File: src/rtl/sram_io_ctrl_chip_pkg.sv
// Shared types and defaults for the serial-to-SRAM bridge.
package sram_io_ctrl_chip_pkg;

  localparam int unsigned DEF_MEMORY_DATA_WIDTH = 8;
  localparam int unsigned DEF_MEMORY_ADDR_WIDTH = 10;
  localparam int unsigned DEF_REG_BITS_WIDTH    = DEF_MEMORY_ADDR_WIDTH + DEF_MEMORY_DATA_WIDTH;
  localparam int unsigned DEF_CNT_WIDTH         = 8;

  typedef enum logic [2:0] {
    ST_IDLE   = 3'd0,
    ST_SHIFT  = 3'd1,
    ST_RD_REQ = 3'd2,
    ST_RD_CAP = 3'd3,
    ST_WR_REQ = 3'd4
  } state_e;

  localparam logic [1:0] MODE_SER = 2'b00;
  localparam logic [1:0] MODE_RD  = 2'b01;
  localparam logic [1:0] MODE_WR  = 2'b11;

endpackage

File: src/rtl/sio_shift_reg.sv
// Holds the {addr,data} word: LSB-first serial shift plus parallel load of the data field.
module sio_shift_reg #(
  parameter int unsigned REG_BITS_WIDTH    = 18,
  parameter int unsigned MEMORY_DATA_WIDTH = 8
) (
  input  logic                         csi_clk,
  input  logic                         rsi_reset_n,
  input  logic                         shift_en,
  input  logic                         si,
  input  logic                         cap_en,
  input  logic [MEMORY_DATA_WIDTH-1:0] cap_data,
  output logic [REG_BITS_WIDTH-1:0]    word,
  output logic                         so
);

  // Shift has priority; the FSM never asserts both enables together.
  always_ff @(posedge csi_clk or negedge rsi_reset_n) begin
    if (!rsi_reset_n) begin
      word <= '0;
    end else if (shift_en) begin
      word <= {si, word[REG_BITS_WIDTH-1:1]};
    end else if (cap_en) begin
      word[MEMORY_DATA_WIDTH-1:0] <= cap_data;
    end
  end

  assign so = word[0];

endmodule

File: src/rtl/sram_io_ctrl_chip.sv
// Serial-to-SRAM bridge: exchanges one {addr,data} word with the FPGA and
// performs single SRAM reads/writes at the held address.
module sram_io_ctrl_chip
  import sram_io_ctrl_chip_pkg::*;
#(
  parameter int unsigned MEMORY_DATA_WIDTH = DEF_MEMORY_DATA_WIDTH,
  parameter int unsigned MEMORY_ADDR_WIDTH = DEF_MEMORY_ADDR_WIDTH,
  parameter int unsigned REG_BITS_WIDTH    = MEMORY_ADDR_WIDTH + MEMORY_DATA_WIDTH,
  parameter int unsigned CNT_WIDTH         = DEF_CNT_WIDTH
) (
  input  logic                         csi_clk,
  input  logic                         rsi_reset_n,
  input  logic                         ctrl_bgn,
  input  logic                         ctrl_load,
  input  logic                         ctrl_mod0,
  input  logic                         ctrl_mod1,
  input  logic                         ctrl_si,
  output logic                         ctrl_so,
  output logic                         ctrl_rdy,
  output logic                         sram_cen,
  output logic                         sram_wen,
  output logic [MEMORY_ADDR_WIDTH-1:0] sram_a,
  output logic [MEMORY_DATA_WIDTH-1:0] sram_d,
  input  logic [MEMORY_DATA_WIDTH-1:0] sram_q
);

  state_e                         state, state_nxt;
  logic [CNT_WIDTH-1:0]           cnt, cnt_nxt;
  logic                           bgn_q, load_q;
  logic                           rdy_nxt, cen_nxt, wen_nxt;
  logic [MEMORY_ADDR_WIDTH-1:0]   a_nxt;
  logic [MEMORY_DATA_WIDTH-1:0]   d_nxt;
  logic                           shift_en_c, cap_en_c;
  logic                           ld_rise_c, bg_rise_c;
  logic [1:0]                     mode_c;
  logic [REG_BITS_WIDTH-1:0]      word;
  logic [MEMORY_ADDR_WIDTH-1:0]   addr_c;
  logic [MEMORY_DATA_WIDTH-1:0]   data_c;

  assign ld_rise_c = ctrl_load & ~load_q;
  assign bg_rise_c = ctrl_bgn & ~bgn_q;
  assign mode_c    = {ctrl_mod1, ctrl_mod0};
  assign addr_c    = word[REG_BITS_WIDTH-1:MEMORY_DATA_WIDTH];
  assign data_c    = word[MEMORY_DATA_WIDTH-1:0];

  sio_shift_reg #(
    .REG_BITS_WIDTH   (REG_BITS_WIDTH),
    .MEMORY_DATA_WIDTH(MEMORY_DATA_WIDTH)
  ) u_shift (
    .csi_clk    (csi_clk),
    .rsi_reset_n(rsi_reset_n),
    .shift_en   (shift_en_c),
    .si         (ctrl_si),
    .cap_en     (cap_en_c),
    .cap_data   (sram_q),
    .word       (word),
    .so         (ctrl_so)
  );

  // State, counter, edge history and registered SRAM/handshake outputs.
  always_ff @(posedge csi_clk or negedge rsi_reset_n) begin
    if (!rsi_reset_n) begin
      state    <= ST_IDLE;
      cnt      <= '0;
      bgn_q    <= 1'b0;
      load_q   <= 1'b0;
      ctrl_rdy <= 1'b1;
      sram_cen <= 1'b1;
      sram_wen <= 1'b1;
      sram_a   <= '0;
      sram_d   <= '0;
    end else begin
      state    <= state_nxt;
      cnt      <= cnt_nxt;
      bgn_q    <= ctrl_bgn;
      load_q   <= ctrl_load;
      ctrl_rdy <= rdy_nxt;
      sram_cen <= cen_nxt;
      sram_wen <= wen_nxt;
      sram_a   <= a_nxt;
      sram_d   <= d_nxt;
    end
  end

  // Next-state and next-output decode; mode only matters on the starting edge.
  always_comb begin
    state_nxt  = state;
    cnt_nxt    = cnt;
    rdy_nxt    = ctrl_rdy;
    cen_nxt    = 1'b1;
    wen_nxt    = 1'b1;
    a_nxt      = sram_a;
    d_nxt      = sram_d;
    shift_en_c = 1'b0;
    cap_en_c   = 1'b0;
    case (state)
      ST_IDLE: begin
        if (ld_rise_c && (mode_c[0] == MODE_SER[0])) begin
          state_nxt = ST_SHIFT;
          cnt_nxt   = CNT_WIDTH'(REG_BITS_WIDTH);
          rdy_nxt   = 1'b0;
        end else if (bg_rise_c && (mode_c == MODE_RD)) begin
          state_nxt = ST_RD_REQ;
          cen_nxt   = 1'b0;
          a_nxt     = addr_c;
          rdy_nxt   = 1'b0;
        end else if (bg_rise_c && (mode_c == MODE_WR)) begin
          state_nxt = ST_WR_REQ;
          cen_nxt   = 1'b0;
          wen_nxt   = 1'b0;
          a_nxt     = addr_c;
          d_nxt     = data_c;
          rdy_nxt   = 1'b0;
        end
      end
      ST_SHIFT: begin
        shift_en_c = 1'b1;
        cnt_nxt    = cnt - CNT_WIDTH'(1);
        if (cnt == CNT_WIDTH'(1)) begin
          state_nxt = ST_IDLE;
          rdy_nxt   = 1'b1;
        end
      end
      ST_RD_REQ: begin
        state_nxt = ST_RD_CAP;
      end
      ST_RD_CAP: begin
        cap_en_c  = 1'b1;
        state_nxt = ST_IDLE;
        rdy_nxt   = 1'b1;
      end
      ST_WR_REQ: begin
        state_nxt = ST_IDLE;
        rdy_nxt   = 1'b1;
      end
      default: begin
        state_nxt = ST_IDLE;
        rdy_nxt   = 1'b1;
      end
    endcase
  end

endmodule
File: config.mk
export PLATFORM = sky130hd
export DESIGN_NAME = sram_io_ctrl_chip
export DESIGN_NICKNAME = d
export VERILOG_FILES = /design/src/rtl/sram_io_ctrl_chip_pkg.sv /design/src/rtl/sio_shift_reg.sv /design/src/rtl/sram_io_ctrl_chip.sv
export SDC_FILE = /design/constraint.sdc
export NUM_CORES = 1
export LEC_CHECK = 0
export BUFFER_PORTS_ARGS = -buffer_cell sky130_fd_sc_hd__buf_4
export CORE_ASPECT_RATIO = 1.5
export CORE_MARGIN = 2
export CORE_UTILIZATION = 55
export DETAILED_ROUTE_END_ITERATION = 10
export HOLD_SLACK_MARGIN = 0.1
export PLACE_DENSITY = 0.78
export SYNTH_ARGS = -nofsm -noshare
export SYNTH_HDL_FRONTEND = slang
export SYNTH_SLANG_ARGS = --single-unit
File: constraint.sdc
create_clock -name csi_clk -period 2.4 [get_ports csi_clk]
set_clock_uncertainty 0.15 [all_clocks]
set_input_delay 0.24 -clock csi_clk [delete_from_list [all_inputs] [get_ports csi_clk]]
set_output_delay 0.24 -clock csi_clk [all_outputs]
set_load 0.005 [all_outputs]
==> impl_metrics.json <==
{
  "min_path_type": "input pin to flip-flop",
  "sequential_cell_area_um2": 1310,
  "grt_setup_unrepaired": "no",
  "setup_viol_count_final": 0,
  "critical_path_class": "flip-flop to flip-flop",
  "multi_input_area_um2": 831,
  "place_inst": 240,
  "num-fill-cells": 296,
  "regToRegEndpoint": "sram_a[4]",
  "power_density_nw_per_um2": 1180,
  "clock_path_buffers": 2,
  "timing.reg2reg.worst_path_depth": 4,
  "dieArea_um2": 4530,
  "mappedNetlistNets": 181,
  "n_antenna_cell": 0,
  "vias_per_cell": 5.48,
  "max_freq_mhz": 519,
  "layout_worst_path_cycle_share_pct": 80.2,
  "netlist_instances": 164,
  "routed_wl_um": 4090,
  "vias_in_the_first_global_route": 1454,
  "dp_hpwl_um": 2990,
  "die_height_um": 81.5,
  "place.gp.congestion": 0.806,
  "netlist_top_cells_area": "sky130_fd_sc_hd__dfrtp_1, sky130_fd_sc_hd__mux2_2, sky130_fd_sc_hd__mux2i_1",
  "cts.sink_count": 52,
  "netlist_area_pre_place_um2": 2200,
  "final_hold_viol_count": 0,
  "crit_required_ns": 2.45,
  "r2r_setup_slack_ns": 0.47,
  "tritoncts_clock_tree": "done",
  "grt_start_max_net_pins": 53,
  "io_buffers": 36,
  "critPathMaxFanout": 10,
  "end_kind": "flip-flop",
  "detail_route.first_pass.iterations": 4,
  "timing.critical_path.from": "state[0]",
  "global_route.overflow_total": 0,
  "die_x_um": 55.6,
  "detail_route.drc_violations": 0,
  "finalCriticalPeriod_ns": 1.93,
  "final-instance-count-excl-fill": 258,
  "detailedRoute.firstIterationViolations": 51,
  "layout-drive-gt1-share_pct": 39.0,
  "insertion_delay_ns": 0.31,
  "worst_slew_pin_slew_ns": 0.661,
  "min_path_cells": 3,
  "ys_warn_count": 0,
  "cp.arrival_ns": 1.98,
  "antenna_found_initial": 0,
  "num_vias": 1415,
  "max-vdd-ir-drop_mv": 0.819,
  "clk_pin_slew_worst_paths_ns": 0.09,
  "cts.hold.buffers_added": 10,
  "postSynthRegisterBits": 52,
  "outcome": "finished, final reports clean",
  "grtUsageTotal_pct": 20.2,
  "critical_path.reg2reg.startpoint": "state[0]",
  "rows": 28,
  "synth_cell_types": 36,
  "seq_area_frac_synth_pct": 59.3,
  "totalNegativeSetupSlack_ns": 0,
  "cts_root_buf": "sky130_fd_sc_hd__clkbuf_8",
  "design.final.nets": 229,
  "timing.max_slew.rel_slack_pct": 55.7,
  "grt_pass1_wl_um": 7000,
  "final_cell_mix": "sky130_fd_sc_hd__dfrtp_1, sky130_fd_sc_hd__buf_4, sky130_fd_sc_hd__mux2_2",
  "floorplan.core_area_um2": 3890,
  "routed_wire_length_per_instance_um": 15.9,
  "layout.cells.most_common": "sky130_fd_sc_hd__dfrtp_1",
  "cts_made_buffers": 5,
  "htree_num_levels": 2,
  "synthesis.area_per_instance_um2": 13.4,
  "yosys.area.top_type": "sky130_fd_sc_hd__dfrtp_1",
  "initial_core_util_pct": 56.6,
  "post_cts_resize_count": 0,
  "cts_post_setup_buffers_inserted": 0,
  "area_growth_from_synthesis_to_final_layout_pct": 21.9,
  "drtAntennaViolNets": 0,
  "crit_end": "sram_a[4]",
  "max_cap_viol_count": 0,
  "critPathLaunchType": "flip-flop",
  "netlist.area_leader.share_pct": 55.7,
  "power_leakage_nw": 1.29,
  "floorplan.io_pins": 37,
  "drv_slew": 0
}
cells in the mapped netlist (all sizes together):
cell / n
a22oi: 1
mux2i: 12
or4: 1
buf: 4
dfrtp: 49
or2: 1
and3: 1
a211o: 1
dfstp: 3
o21ai: 15
nor2: 5
nand3b: 1
o31ai: 1
or3b: 2
inv: 5
mux2: 28
a211oi: 1
nor3: 4
nor4: 1
nand3: 4
o211ai: 2
nor3b: 2
a21oi: 2
clkbuf: 2
nand2b: 1
nand4bb: 1
nand2: 10
and3b: 1
or3: 1
ha: 2
flip-flops by register name, indices dropped and copies added, names as in the netlist:
signal and cells:
ctrl_rdy 1, sram_cen 1, cnt 8, sram_a 10, load_q 1, sram_d 8
state 3, bgn_q 1, sram_wen 1, u_shift.word 18
metal layers:
layer | GRT usage, % | up-vias | wire length [um]
li1 | - | 674 | -
met4 | 6.59 | 0 | 53
met2 | 36.8 | 28 | 2220
met1 | 23.2 | 708 | 1650
met5 | 0 | - | 0
met3 | 5.20 | 5 | 163
how the worst min path moves through the flow:
stage	startpoint	end
2_1_floorplan	rsi_reset_n	bgn_q
3_3_place_gp	rsi_reset_n	sram_d[6]
3_5_place_dp	rsi_reset_n	sram_d[6]
4_1_cts	sram_q[7]	u_shift.word[7]
5_1_grt	sram_q[3]	u_shift.word[3]
6_report	sram_q[7]	u_shift.word[7]
stage by stage:
stage / hold slack [ns] / setup WS, ns / power [W] / util (%) / instance area, um2
5_1_grt: 0.127 / 0.415 / 0.00338 / 69.0 / 2680
3_5_place_dp: 0.157 / 0.473 / 0.00269 / 64.1 / 2490
4_1_cts: 0.105 / 0.471 / 0.00319 / 69.0 / 2680
6_report: 0.0924 / 0.475 / 0.00315 / 69.0 / 2680
2_1_floorplan: -0.206 / 0.658 / 0.00223 / - / 2200
3_3_place_gp: 0.140 / 0.540 / 0.00261 / 64.1 / 2490
report_power, final:
| part | internal, W | switching (W) |
|---|---|---|
| sequential | 0.00126 | 0.000295 |
| clock | 0.000204 | 0.000283 |
| combinational | 0.000650 | 0.000464 |
cell families (layout without fill, tap and decap cells):
| family | after synthesis | after routing | synth area share, % |
|---|---|---|---|
| AOI/OAI and AO/OA | 23 | 23 | 5.97 |
| adders and majority gates | 2 | 2 | 1.14 |
| buffers and inverters | 11 | 60 | 2.90 |
| DFF | 52 | 52 | 59.3 |
| muxes | 40 | 40 | 20.8 |
| and+or+nand+nor | 36 | 36 | 9.84 |
worst max-delay path, stage by stage, from the launching register on:
cell                      delay [ns]
sky130_fd_sc_hd__dfrtp_1        0.46
sky130_fd_sc_hd__or3_1          0.60
sky130_fd_sc_hd__nor2_8         0.24
sky130_fd_sc_hd__inv_6          0.08
sky130_fd_sc_hd__mux2_4         0.30
area by class of cell:
type / count / area share, %
timing repair buffer: 47 / 14.1
sequential: 52 / 48.7
tap: 45 / 2.10
clock inverter: 3 / 0.700
inverter: 5 / 0.887
multi-input combinational: 101 / 31.0
clock buffer: 5 / 2.57
No activity file was read; power rests on OpenSTA's default activity.
